File: config.mk
export PLATFORM = sky130hd
export DESIGN_NAME = spi_shifter
export DESIGN_NICKNAME = d
export VERILOG_FILES = /design/src/rtl/spi_pkg.sv /design/src/rtl/spi_shifter.sv
export SDC_FILE = /design/constraint.sdc
export NUM_CORES = 1
export LEC_CHECK = 0
export ABC_AREA = 0
export BUFFER_PORTS_ARGS = -buffer_cell sky130_fd_sc_hd__buf_4
export CAP_MARGIN = 0
export CORE_MARGIN = 2
export CORE_UTILIZATION = 52
export CTS_CLUSTER_SIZE = 30
export DETAILED_ROUTE_END_ITERATION = 12
export PLACE_DENSITY = 0.72
export RECOVER_POWER = 50
export SLEW_MARGIN = 20
export SYNTH_ARGS = -nofsm -noshare
export SYNTH_HDL_FRONTEND = slang
export SYNTH_SLANG_ARGS = --single-unit
File: constraint.sdc
create_clock -name PCLK -period 1.9 [get_ports PCLK]
set_clock_uncertainty 0.15 [all_clocks]
set_input_delay 0.19 -clock PCLK [delete_from_list [all_inputs] [get_ports PCLK]]
set_output_delay 0.19 -clock PCLK [all_outputs]
set_load 0.01 [all_outputs]
File: src/rtl/spi_pkg.sv
// Shared definitions for the SPI master data path: state encoding, default word width
// and the bit-ordering helper used by both the transmit and receive directions.
package spi_pkg;

    localparam int unsigned DATA_W_DEF = 8;

    typedef enum logic [1:0] {
        StIdle  = 2'd0,
        StShift = 2'd1,
        StDone  = 2'd2
    } state_e;

    // Word bit that travels as the cnt-th bit on the wire.
    function automatic int unsigned bit_idx(input int unsigned cnt, input logic lsbfe,
                                            input int unsigned data_w);
        return lsbfe ? cnt : (data_w - 1 - cnt);
    endfunction

endpackage

File: src/rtl/spi_shifter.sv
// SPI shift stage: serialises the transmit word onto mosi_o and assembles the received
// word from miso_i, stepping on the single-cycle edge flags produced by baud_gen.
module spi_shifter
    import spi_pkg::*;
#(
    parameter int unsigned DATA_W = DATA_W_DEF
) (
    input  logic              PCLK,
    input  logic              PRESET,
    input  logic              ss_i,
    input  logic              send_data_i,
    input  logic              cpol_i,
    input  logic              cpha_i,
    input  logic              lsbfe_i,
    input  logic [DATA_W-1:0] data_mosi_i,
    input  logic              miso_i,
    input  logic              mosi_send_sclk_i,
    input  logic              mosi_send_sclk0_i,
    input  logic              miso_recieve_sclk_i,
    input  logic              miso_recieve_sclk0_i,
    output logic              mosi_o,
    output logic [DATA_W-1:0] data_miso_o,
    output logic              busy_o,
    output logic              done_o
);

    localparam int unsigned CW = $clog2(DATA_W) + 1;
    localparam int unsigned IW = $clog2(DATA_W);

    state_e            state_q;
    logic [DATA_W-1:0] tx_shift_q;
    logic [DATA_W-1:0] rx_shift_q;
    logic [CW-1:0]     tx_cnt_q;
    logic [CW-1:0]     rx_cnt_q;
    logic              cpol_q;
    logic              cpha_q;
    logic              lsbfe_q;

    logic              mode_x;
    logic              send_p;
    logic              recv_p;
    logic [IW-1:0]     tx_idx;
    logic [IW-1:0]     rx_idx;
    logic [IW-1:0]     first_idx;
    logic [DATA_W-1:0] rx_word;

    assign mode_x    = cpol_q ^ cpha_q;
    assign send_p    = mode_x ? mosi_send_sclk_i : mosi_send_sclk0_i;
    assign recv_p    = mode_x ? miso_recieve_sclk_i : miso_recieve_sclk0_i;
    assign tx_idx    = IW'(bit_idx(32'(tx_cnt_q), lsbfe_q, DATA_W));
    assign rx_idx    = IW'(bit_idx(32'(rx_cnt_q), lsbfe_q, DATA_W));
    assign first_idx = IW'(bit_idx(32'd0, lsbfe_i, DATA_W));

    // Placing each sample at its final position equals the MSB/LSB-insert shift once the
    // word is complete; rx_word already includes the bit sampled this cycle.
    always_comb begin
        rx_word         = rx_shift_q;
        rx_word[rx_idx] = miso_i;
    end

    always_ff @(posedge PCLK) begin
        if (PRESET) begin
            state_q     <= StIdle;
            tx_shift_q  <= '0;
            rx_shift_q  <= '0;
            tx_cnt_q    <= '0;
            rx_cnt_q    <= '0;
            cpol_q      <= 1'b0;
            cpha_q      <= 1'b0;
            lsbfe_q     <= 1'b0;
            mosi_o      <= 1'b0;
            data_miso_o <= '0;
            busy_o      <= 1'b0;
            done_o      <= 1'b0;
        end else begin
            done_o <= 1'b0;
            case (state_q)
                StIdle: begin
                    if (send_data_i && !ss_i) begin
                        tx_shift_q <= data_mosi_i;
                        rx_shift_q <= '0;
                        cpol_q     <= cpol_i;
                        cpha_q     <= cpha_i;
                        lsbfe_q    <= lsbfe_i;
                        rx_cnt_q   <= '0;
                        busy_o     <= 1'b1;
                        state_q    <= StShift;
                        // With cpha=0 the first bit must already be on the line before
                        // the first sampling edge.
                        if (!cpha_i) begin
                            mosi_o   <= data_mosi_i[first_idx];
                            tx_cnt_q <= CW'(1);
                        end else begin
                            tx_cnt_q <= '0;
                        end
                    end
                end
                StShift: begin
                    if (ss_i) begin
                        busy_o  <= 1'b0;
                        state_q <= StIdle;
                    end else begin
                        if (send_p && (tx_cnt_q < CW'(DATA_W))) begin
                            mosi_o   <= tx_shift_q[tx_idx];
                            tx_cnt_q <= tx_cnt_q + CW'(1);
                        end
                        if (recv_p) begin
                            rx_shift_q <= rx_word;
                            rx_cnt_q   <= rx_cnt_q + CW'(1);
                            if (rx_cnt_q == CW'(DATA_W - 1)) begin
                                data_miso_o <= rx_word;
                                done_o      <= 1'b1;
                                state_q     <= StDone;
                            end
                        end
                    end
                end
                StDone: begin
                    busy_o  <= 1'b0;
                    state_q <= StIdle;
                end
                default: begin
                    busy_o  <= 1'b0;
                    state_q <= StIdle;
                end
            endcase
        end
    end

endmodule
==> results.md <==
| Stage | Parameter | Value |
|:---|:---|:---|
| clock network | Max clock buf depth | 2 |
| global route | Vias in the first global route | 1933 |
| synth | Net Count, Synth | 305 |
| cells and area | Layout cell share with drive strength beyond 1 | 24.6% |
| min path | Tightest Hold Check Type | input port to flip-flop |
| global route | GR Util All Layers | 22.1% |
| die | X dimension of the die | 70.7 um |
| drt | Number of DRC markers in iteration 0 | 109 |
| synth | Main synth FF type | sky130_fd_sc_hd__dfxtp_1 |
| synth | Synth area leader | sky130_fd_sc_hd__dfxtp_1 |
| critical path | Type of the setup path with the least slack | flip-flop to flip-flop |
| cells and area | Filler cell count | 398 |
| synth | Avg Inst Size Synth | 8.17 sq um |
| critical path | Arrival time at the worst endpoint | 1900 ps |
| critical path | Setup slack, reg-to-reg | 70 ps |
| synth | Sequential cell area fraction in the yosys report | 34.6% |
| die | Cell Rows | 24 |
| synth | Portion of synthesized cell area occupied by the leading cell type | 34.6% |
| cells and area | Final nets | 346 |
| clock network | TritonCTS clock tree | yes |
| critical path | Req. time, crit path | 1960 ps |
| power | Relative contribution of combinational cells to total power | 15.0% |
| clock network | Clock H-tree levels | 2 |
| die | Top-Level Pins | 31 |
| status | Result of the run | completed |
| synth | Number of synthesized register bits | 40 |
| clock network | TritonCTS Buffers | 5 |
| drt | Post-route ant nets | 0 |
| sta | Setup repair after global routing missed its margin | no |
| flow run | Number of max-capacitance violations reported | 0 |
| cells and area | Area delta synth->final | 21.4% |
| place | Count of port buffers added during placement | 30 |
| sta | Number of hold violations in the final report | 0 |
| sta | Maximum frequency from static timing analysis | 545 MHz |
| drt | Via count | 2152 |
| die | Core Box Area | 4320 sq um |
| drt | Total wire length | 5420 um |
| sta | Fin crit share | 96.6% |
| synth | Top cells by count, synth | 40 x sky130_fd_sc_hd__dfxtp_1, 40 x sky130_fd_sc_hd__nand2_1, 30 x sky130_fd_sc_hd__a21oi_1 |
| die | Effective utilization at floorplan | 53.5% |
| power | Leakage power of the design | 1.04 nW |
| clock network | Source-to-sink clock delay at the later pin of the worst-skew pair | 290 ps |
| synth | Synth Cell Area | 2310 sq um |
| power | Power density of the placed cells | 657 nW/um^2 |
| drt | Post-detailed-route via-to-cell ratio | 5.71 |
| drt | Average detailed-routed wire length per instance | 14.4 um |
| place | Placement Cell Area | 2580 sq um |
| power | Peak supply drop | 0.000514 V |
| sta | Final setup TNS | 0 ps |
| global route | Pin count of the biggest net entering global routing | 37 |
| critical path | Endpoint class of the critical path | flip-flop |
| drt | Number of search-and-repair iterations in the first detailed-routing pass | 5 |
| synth | Cell variety after synth | 56 |
| sta | Finish-stage setup viols | 0 |
| die | Die outline area | 5000 sq um |
| place | Weighted congestion at the end of routability-driven global placement | 0.759 |
| cells and area | Layout Cell Area excl Fill | 2810 sq um |
| sta | Final max-slew violation count | 0 |
| synth | Number of flops mapped to enable cells by yosys | 0 |
| clock network | Sinks on Clock Net | 40 |
| critical path | Critical path startpoint category | flip-flop |
| clock network | Cell at the root of the clock tree | sky130_fd_sc_hd__clkbuf_8 |
| die | Chip Height | 70.7 um |
| global route | First-pass GRT wire length | 9030 um |
| synth | Ranking of synthesized cells by area | sky130_fd_sc_hd__dfxtp_1 35%, sky130_fd_sc_hd__a21oi_1 6.5%, sky130_fd_sc_hd__nand2_1 6.5% |
| power | Switch share | 25.1% |
| sta | Post-layout min period | 1830 ps |
| global route | GRT overflow | 0 |
| drt | Drc violations | 0 |
| synth | Share of synthesized registers carrying an async set or reset | 0% |
| power | Switching power of the nets | 463 uW |
| sta | Slew at the pin closest to its max-slew limit | 616 ps |
| clock network | CTS clk-pin slew, worst paths | 80 ps |
| global route | Number of antenna violations at the first check in global routing | 0 |
| power | Internal portion of total power | 1.38 mW |
| place | Detailed-placement wirelength estimate | 3670 um |
| cells and area | Antenna diode count | 0 |
| sta | Rel. slew slack | 59.0% |
| critical path | Max Fanout on Critical Path | 6 |
| synth | Total of warnings raised by yosys | 0 |
| synth | Post-synthesis cell count | 283 |
| power | Power share of the sequential group | 47.6% |
| power | Clk network pwr share | 37.4% |
## worst paths after layout
check / startpoint / endpoint / cells after the start
hold / removal: data_mosi_i[0] / tx_shift_q[0] / 3
hold reg to reg: tx_shift_q[0] / tx_shift_q[0] / 2
setup / recovery: lsbfe_q / mosi_o / 5
setup reg to reg: lsbfe_q / mosi_o / 5
## repair_timing
action,CTS,global route
endpoints found under the hold margin,6,0
cloned,1,0
pin swaps,1,4
hold buffers,6,0
resized for setup,5,16
buffers inserted,0,4
endpoints found under the setup margin,1,20
## layer usage
metal  up-vias  GRT usage, %  part of all wire (%)
met2        43          34.1                    46
met4         0          8.18                   1.4
met5         -             0                     0
li1       1084             -                     -
met3         6          3.56                   3.5
met1      1019          31.4                    49
## cells by family after synthesis
logic type               count (synthesis)  synth area share [%]
AND/OR/NAND/NOR                        128                  29.5
buffers and inverters                   29                  7.68
flip-flops                              40                  34.6
XOR/XNOR                                 2                  1.08
multiplexers                            15                  6.71
AO/OA/AOI/OAI                           67                  19.4
adder cells (fa/ha/maj)                  2                  1.08
## state kept, by name, summed over array words and instances, names as in the netlist
name         cells
done_o           1
state_q          2
mosi_o           1
cpol_q           1
tx_shift_q       8
busy_o           1
rx_cnt_q         4
tx_cnt_q         4
rx_shift_q       8
lsbfe_q          1
data_miso_o      8
cpha_q           1
## critical path: stages (launching register included)
cell                       delay (ps)
sky130_fd_sc_hd__dfxtp_2          360
sky130_fd_sc_hd__or3b_1           400
sky130_fd_sc_hd__a21bo_1          210
sky130_fd_sc_hd__and4_4           160
sky130_fd_sc_hd__a211o_1          270
sky130_fd_sc_hd__a221oi_2         210
## power groups by stage
stage / Combinational (mW) / Sequential, mW / Clock, mW
final: 0.277 / 0.879 / 0.689
after detailed placement: 0.255 / 0.895 / 0
after floorplan: 0.172 / 0.890 / 0
after global routing: 0.304 / 0.881 / 0.727
after global placement: 0.252 / 0.894 / 0
after CTS: 0.271 / 0.875 / 0.702
## final cells by class
class | count | area (sq um) | share of cell area (%)
Inverter | 7 | 26.3 | 0.936
Sequential cell | 40 | 812 | 28.9
Tap cell | 52 | 65.1 | 2.32
Multi-Input combinational cell | 214 | 1390 | 49.4
Timing Repair Buffer | 56 | 410 | 14.6
Clock buffer | 6 | 72.6 | 2.58
Clock inverter | 2 | 35.0 | 1.25
## cells in the final DEF (no fill, tap or decap), drive strengths merged, types with 2 or more instances in the layout
cell type	synthesis	layout
nand2	40	40
dfxtp	40	40
buf	10	38
a21oi	31	31
nor2	27	27
clkbuf	12	18
nand3	14	14
mux2i	14	14
o21ai	10	10
nor2b	8	8
nor3	8	8
inv	7	7
nor3b	7	7
dlygate4sd3	0	6
nor4b	5	5
o221a	4	4
o22a	3	3
nand2b	3	3
or2	2	2
a31oi	2	2
o31ai	2	2
nand3b	2	2
and3b	2	2
o21a	2	2
and3	2	2
a211o	2	2
ha	2	2
xnor2	2	2
nor4bb	2	2
a2111oi	2	2
a221oi	2	2
## per-stage QoR
stage / hold slack (ps) / setup WS (ps) / power [mW] / instances / utilization [%]
floorplan: 176 / 120 / 1.06 / 283 / -
global placement: 290 / 53.6 / 1.15 / 359 / 59.8
detailed placement: 302 / 15.8 / 1.15 / 359 / 59.8
CTS: 2.44 / 5.59 / 1.85 / 374 / 64.2
global route: 9.69 / 3.06 / 1.91 / 377 / 64.9
finish: 4.04 / 65.3 / 1.84 / 377 / 64.9
No activity file was read; power rests on OpenSTA's default activity.
